[src/rtl/sample_frame_tx_if.sv]
// Bus bundle between a frame source/controller and sample_frame_tx:
// buffer write port, launch control, downstream response and status outputs.
interface sample_frame_tx_if #(
  parameter int unsigned BIT_WIDTH = 16,
  parameter int unsigned FRAME_LEN = 64
);
  localparam int unsigned AW = (FRAME_LEN > 1) ? $clog2(FRAME_LEN) : 1;

  logic                 i_wr_en;
  logic [AW-1:0]        i_wr_addr;
  logic [BIT_WIDTH-1:0] i_wr_data;
  logic                 i_start;
  logic [1:0]           i_mode;
  logic                 i_resp_start;
  logic [BIT_WIDTH-1:0] o_data;
  logic                 o_busy;
  logic                 o_done;
  logic                 o_timeout;

  // Controller side: drives the buffer and launch inputs, observes status.
  modport master (
    output i_wr_en, i_wr_addr, i_wr_data, i_start, i_mode, i_resp_start,
    input  o_data, o_busy, o_done, o_timeout
  );

  // Transmitter side.
  modport slave (
    input  i_wr_en, i_wr_addr, i_wr_data, i_start, i_mode, i_resp_start,
    output o_data, o_busy, o_done, o_timeout
  );
endinterface

[src/rtl/sample_frame_tx.sv]
// Frame transmitter: buffers FRAME_LEN samples, then on launch sends a mode
// command word followed by the whole frame on a registered bus, and waits
// (bounded by RESP_TIMEOUT cycles) for the downstream start-bit response.
module sample_frame_tx #(
  parameter int unsigned BIT_WIDTH    = 16,
  parameter int unsigned FRAME_LEN    = 64,
  parameter int unsigned RESP_TIMEOUT = 1024
) (
  input  logic              i_clk,
  input  logic              i_rstb,
  sample_frame_tx_if.slave  bus
);
  localparam int unsigned AW = (FRAME_LEN > 1) ? $clog2(FRAME_LEN) : 1;
  localparam int unsigned WW = $clog2(RESP_TIMEOUT + 1);
  localparam logic [AW-1:0] LAST_SAMPLE = AW'(FRAME_LEN - 1);
  localparam logic [WW-1:0] LAST_WAIT   = WW'(RESP_TIMEOUT - 1);

  typedef enum logic [2:0] {
    S_IDLE,
    S_CMD,
    S_SEND,
    S_WAIT_RESP,
    S_DONE
  } state_t;

  state_t               state_q, state_d;
  logic [AW-1:0]        samp_cnt_q, samp_cnt_d;
  logic [WW-1:0]        wait_cnt_q, wait_cnt_d;
  logic [1:0]           mode_q, mode_d;
  logic                 timeout_q, timeout_d;
  logic [BIT_WIDTH-1:0] data_q, data_d;
  logic                 busy_q, busy_d;
  logic                 done_q, done_d;

  logic [BIT_WIDTH-1:0] mem_q [FRAME_LEN];

  // Frame buffer: no reset, writes accepted only while idle.
  always_ff @(posedge i_clk) begin
    if (bus.i_wr_en && !busy_q) begin
      mem_q[bus.i_wr_addr] <= bus.i_wr_data;
    end
  end

  // State, counters and registered outputs.
  always_ff @(posedge i_clk or negedge i_rstb) begin
    if (!i_rstb) begin
      state_q    <= S_IDLE;
      samp_cnt_q <= '0;
      wait_cnt_q <= '0;
      mode_q     <= '0;
      timeout_q  <= 1'b0;
      data_q     <= '0;
      busy_q     <= 1'b0;
      done_q     <= 1'b0;
    end else begin
      state_q    <= state_d;
      samp_cnt_q <= samp_cnt_d;
      wait_cnt_q <= wait_cnt_d;
      mode_q     <= mode_d;
      timeout_q  <= timeout_d;
      data_q     <= data_d;
      busy_q     <= busy_d;
      done_q     <= done_d;
    end
  end

  // Next-state and next-output decode. The bus word is built from the
  // current state, so it trails the state register by one cycle: command
  // word appears one edge after CMD is entered, sample n one edge after
  // the counter points at it.
  always_comb begin
    state_d    = state_q;
    samp_cnt_d = samp_cnt_q;
    wait_cnt_d = wait_cnt_q;
    mode_d     = mode_q;
    timeout_d  = timeout_q;
    data_d     = '0;

    case (state_q)
      S_IDLE: begin
        if (bus.i_start && (bus.i_mode != 2'b00)) begin
          state_d   = S_CMD;
          mode_d    = bus.i_mode;
          timeout_d = 1'b0;
        end
      end

      S_CMD: begin
        data_d     = BIT_WIDTH'(mode_q);
        samp_cnt_d = '0;
        state_d    = S_SEND;
      end

      S_SEND: begin
        data_d     = mem_q[samp_cnt_q];
        samp_cnt_d = samp_cnt_q + 1'b1;
        if (samp_cnt_q == LAST_SAMPLE) begin
          samp_cnt_d = '0;
          wait_cnt_d = '0;
          state_d    = S_WAIT_RESP;
        end
      end

      S_WAIT_RESP: begin
        if (bus.i_resp_start) begin
          state_d = S_DONE;
        end else if (wait_cnt_q == LAST_WAIT) begin
          state_d   = S_DONE;
          timeout_d = 1'b1;
        end else begin
          wait_cnt_d = wait_cnt_q + 1'b1;
        end
      end

      S_DONE: begin
        wait_cnt_d = '0;
        state_d    = S_IDLE;
      end

      default: begin
        state_d = S_IDLE;
      end
    endcase

    busy_d = (state_d != S_IDLE);
    done_d = (state_d == S_DONE);
  end

  assign bus.o_data    = data_q;
  assign bus.o_busy    = busy_q;
  assign bus.o_done    = done_q;
  assign bus.o_timeout = timeout_q;

endmodule

[src/flat_wrapper.sv]
// flat-port wrapper written by rule: the top's interface ports become plain ports
module sample_frame_tx_flat 
#(
  parameter int unsigned BIT_WIDTH    = 16,
  parameter int unsigned FRAME_LEN    = 64,
  parameter int unsigned RESP_TIMEOUT = 1024
)
  (i_clk, i_rstb, bus_i_wr_en, bus_i_wr_addr, bus_i_wr_data, bus_i_start, bus_i_mode, bus_i_resp_start, bus_o_data, bus_o_busy, bus_o_done, bus_o_timeout);
  sample_frame_tx_if #(.BIT_WIDTH(BIT_WIDTH), .FRAME_LEN(FRAME_LEN)) bus_i ();
  input  logic i_clk;
  input  logic i_rstb;
  input wire logic [$bits(bus_i.i_wr_en)-1:0] bus_i_wr_en;
  input wire logic [$bits(bus_i.i_wr_addr)-1:0] bus_i_wr_addr;
  input wire logic [$bits(bus_i.i_wr_data)-1:0] bus_i_wr_data;
  input wire logic [$bits(bus_i.i_start)-1:0] bus_i_start;
  input wire logic [$bits(bus_i.i_mode)-1:0] bus_i_mode;
  input wire logic [$bits(bus_i.i_resp_start)-1:0] bus_i_resp_start;
  output wire logic [$bits(bus_i.o_data)-1:0] bus_o_data;
  output wire logic [$bits(bus_i.o_busy)-1:0] bus_o_busy;
  output wire logic [$bits(bus_i.o_done)-1:0] bus_o_done;
  output wire logic [$bits(bus_i.o_timeout)-1:0] bus_o_timeout;
  assign bus_i.i_wr_en = bus_i_wr_en;
  assign bus_i.i_wr_addr = bus_i_wr_addr;
  assign bus_i.i_wr_data = bus_i_wr_data;
  assign bus_i.i_start = bus_i_start;
  assign bus_i.i_mode = bus_i_mode;
  assign bus_i.i_resp_start = bus_i_resp_start;
  assign bus_o_data = bus_i.o_data;
  assign bus_o_busy = bus_i.o_busy;
  assign bus_o_done = bus_i.o_done;
  assign bus_o_timeout = bus_i.o_timeout;
  sample_frame_tx #(.BIT_WIDTH(BIT_WIDTH), .FRAME_LEN(FRAME_LEN), .RESP_TIMEOUT(RESP_TIMEOUT)) u_core (.i_clk(i_clk), .i_rstb(i_rstb), .bus(bus_i));
endmodule
[config.mk]
export PLATFORM = sky130hd
export DESIGN_NAME = sample_frame_tx_flat
export DESIGN_NICKNAME = d
export VERILOG_FILES = /design/src/rtl/sample_frame_tx_if.sv /design/src/rtl/sample_frame_tx.sv /design/src/flat_wrapper.sv
export SDC_FILE = /design/constraint.sdc
export NUM_CORES = 1
export LEC_CHECK = 0
export BUFFER_PORTS_ARGS = -buffer_cell sky130_fd_sc_hd__clkbuf_2
export CORE_ASPECT_RATIO = 1.75
export CORE_MARGIN = 2
export CORE_UTILIZATION = 28
export CTS_CLUSTER_DIAMETER = 60
export DETAILED_ROUTE_END_ITERATION = 7
export PLACE_DENSITY = 0.53
export SLEW_MARGIN = 15
export SYNTH_ARGS = -nofsm -noshare
export SYNTH_HDL_FRONTEND = slang
export SYNTH_SLANG_ARGS = --single-unit
[constraint.sdc]
create_clock -name i_clk -period 2.77 [get_ports i_clk]
set_clock_uncertainty 0.15 [all_clocks]
set_input_delay 0.1385 -clock i_clk [delete_from_list [all_inputs] [get_ports i_clk]]
set_output_delay 0.1385 -clock i_clk [all_outputs]
set_load 0.01 [all_outputs]
==> metrics.md <==
| Metric | Value |
|---|---|
| Status | finished, final reports clean |
| Met3 wire length | 4.38 mm |
| Cell Pwr Density | 857 nW/um^2 |
| CP Capture Type | register |
| Clk sinks | 1065 |
| Synth warn | 0 |
| Nets | 2142 |
| Clock share of power | 31.0% |
| Non-Filler Instances | 4067 |
| Max_slew headroom | 30.6% |
| Hold Vio Cnt, Final | 0 |
| First-pass GRT wire length | 155 mm |
| Synth Area in Adders | 0.0609% |
| Wire length on met2 | 61.8 mm |
| Wirelength per Cell | 26.9 um |
| Grt ovf | 0 |
| DRT antenna net count | 0 |
| Die width | 294 um |
| Synthesized area | 41100 sq um |
| Postcts setup bufs | 0 |
| Placed cell count | 3871 |
| TritonCTS clock tree | yes |
| Finished Cell Area | 48800 sq um |
| # DRC | 0 |
| Max Slew Vio Count | 0 |
| Dpl hpwl | 69.6 mm |
| DP Area | 45500 sq um |
| Yosys reg bits | 1065 |
| Post-synthesis simple-gate area fraction | 2.00% |
| Mapped Nets | 1875 |
| Switching power total | 11.6 mW |
| Pin slew with the least headroom to its limit | 1.04 ns |
| Vias in the first global route | 21000 |
| Seq/Total Area, Yosys | 77.3% |
| H-tree depth | 3 |
| Unique masters post-synth | 42 |
| GPL Wtd Cong | 0.806 |
| DR pass1 iterations | 5 |
| Core area | 146000 sq um |
| Startpoint Class | register |
| Row cnt | 186 |
| RSZ-0062 raised after global routing | false |
| Max_cap viols | 0 |
| Multiplexer share of the synthesized area | 17.2% |
| PortBufs | 47 |
| Drt total wl | 109 mm |
| Final min period | 2.75 ns |
| I/O pins | 48 |
| Share of layout cells above drive strength 1 | 31.2% |
| Synth top area cells | edfxtp_1 75%, mux4_2 15%, dfrtp_1 2.5% |
| Combinational share of power | 25.5% |
| Sw Share | 27.7% |
| Clock buffer depth | 3 |
| Peak Freq | 363 MHz |
| DRT met1 WL | 39.2 mm |
| Initial antenna violation count | 7 |
| Endpoints failing setup | 0 |
| Crit path arrival time | 3.20 ns |
| Reg clk slew, reported paths | 0.07 ns |
| Via-to-Cell Ratio | 4.82 |
| DR iter-0 viols | 1485 |
| Die ar. | 150000 sq um |
| CTS Root Buffer Type | clkbuf_16 |
| Pin count of the biggest net entering global routing | 72 |
| Fin crit share | 99.3% |
| Clk Latency, worst-skew pair | 0.70 ns |
| Clock buffer count from CTS | 90 |
| Area growth, synth to finish | 18.7% |
| CP Data Required Time | 3.22 ns |
| Top cell type's share of synthesized area | 74.8% |
| Height of the chip | 511 um |
| Setup WS post-layout | 0.0186 ns |
| Avg Inst Size Synth | 22.3 sq um |
| Worst hold-check path type | primary input to register |
| Pre-CTS WS | -0.131 ns |
| Cell taking the most area after synthesis | edfxtp_1 |
| GRT Overall Usage | 14.6% |
| DR vias | 19600 |
| Initial Utilization | 28.1% |
| Max Fanout on Critical Path | 71 |
| Highest metal used | met5 |
| Xor-xnor portion of the synthesized cell area | 0.0213% |
| Max VDD drop | 0.537 mV |
| Internal power | 30.2 mW |
| P_leak | 15.1 nW |
| Main combinational cell family by area after synthesis | multiplexers |
| Post-synthesis cell count | 1844 |
| Seq pwr share | 43.6% |
| Synth Area in Compound Gates | 1.95% |
| Setup CP Type | register to register |
-- worst max-delay path, stage by stage (launching register included) --
cell and delay, ns:
dfrtp_4 0.60, buf_12 0.44, mux4_2 0.30, mux2i_1 0.07, a22oi_1 0.63, nand2_1 0.13
buf_4 0.16, o22ai_1 0.15
-- synthesized netlist by cell type --
cell / instances
mux2i_1: 100
o21ai_1: 14
buf_6: 7
nand4_1: 2
inv_1: 3
nand2_1: 43
ha_1: 2
a21oi_1: 14
clkbuf_1: 31
or4_1: 6
xnor2_1: 1
and3_1: 3
buf_2: 33
o21bai_1: 1
mux4_2: 270
o21ai_0: 17
dfrtp_1: 41
buf_1: 4
a22oi_1: 49
o22ai_1: 15
nor3_1: 6
nand3b_1: 3
a221oi_1: 2
nor2_1: 78
o21a_1: 2
nand2b_1: 4
nor2b_1: 4
nor3b_1: 2
nand4b_1: 1
or3_1: 2
and2_1: 1
buf_4: 24
or3b_2: 2
edfxtp_1: 1024
and4_1: 1
nor4_1: 2
nand3_1: 16
o31ai_1: 8
o211ai_1: 2
and3b_1: 1
clkinv_1: 1
nor4b_1: 2
-- cells in the final DEF (no fill, tap or decap), types with 28 or more instances in the layout --
master         instances
edfxtp_1            1024
mux4_2               270
buf_4                133
mux2i_1               99
clkbuf_16             91
buf_12                66
nor2_1                65
clkbuf_2              47
a22oi_1               46
nand2_1               43
dfrtp_1               37
dlygate4sd3_1         28
-- per-layer routing --
metal | up-vias | global-route usage (%)
li1 | 8309 | -
met1 | 10600 | 15.8
met2 | 505 | 28.0
met3 | 147 | 2.09
met4 | 10 | 5.61
met5 | - | 0
-- through the flow --
step           utilization [%]  hold WS (ns)  power, mW  TNS [ns]
6_report                  33.4        0.0680       41.8         0
2_1_floorplan                -        -0.307       25.1         0
4_1_cts                   33.4        0.0187       42.3         0
5_1_grt                   33.4        0.0946       43.3         0
3_5_place_dp              31.1        0.0276       29.3    -0.232
3_3_place_gp              31.1        0.0175       29.2    -0.176
-- registers in the layout, indices dropped and copies added, names as in the netlist --
name	flops
u_core.bus.o_busy	1
u_core.bus.o_data	16
u_core.mem_q	1024
u_core.bus.o_done	1
u_core.wait_cnt_q	11
u_core.state_q	3
u_core.samp_cnt_q	6
u_core.bus.o_timeout	1
u_core.mode_q	2
-- timing repair --
| item | CTS | global route |
|---|---|---|
| hold endpoints to repair | 487 | 0 |
| resized for setup | 3 | 5 |
| setup endpoints to repair | 3 | 21 |
| hold buffers | 28 | 0 |
-- cells by family (layout without fill, tap and decap cells) --
family,after synthesis,count (layout)
compound gates,124,124
xor+xnor,1,1
other cells,0,2
flops,1065,1065
fa+ha+maj,2,2
buf+inv,103,444
simple gates,179,179
mux,370,370
-- layout make-up --
cell class	count	area (sq um)
antenna	2	5.00
clock buffer	109	2350
clock inverter	57	614
fill	13700	97400
inverter	4	18.8
multi-input combinational	676	8810
sequential	1065	31800
tap	1880	2350
timing repair buffer	274	2840
-- power by group through the flow --
stage | registers, mW | logic, mW | clock network (mW)
finish | 18.2 | 10.6 | 12.9
global route | 18.2 | 11.3 | 13.8
CTS | 18.2 | 10.9 | 13.2
detailed placement | 18.5 | 10.8 | 0
global placement | 18.5 | 10.7 | 0
floorplan | 18.3 | 6.72 | 0
-- path summary, 6_finish.rpt --
kind	from	endpoint	slack [ns]	depth (start not counted)
setup / recovery	u_core.samp_cnt_q[1]	u_core.bus.o_data[7]	0.02	7
hold / removal	bus_i_wr_en	u_core.mem_q[52][10]	0.07	4
setup reg to reg	u_core.samp_cnt_q[1]	u_core.bus.o_data[7]	0.02	7
hold reg to reg	u_core.wait_cnt_q[9]	u_core.wait_cnt_q[9]	0.39	2
max in group asynchronous	i_rstb	u_core.bus.o_data[1]	0.60	4
min in group asynchronous	i_rstb	u_core.samp_cnt_q[1]	0.45	4
Note: power is estimated with default switching activity, not from simulation.
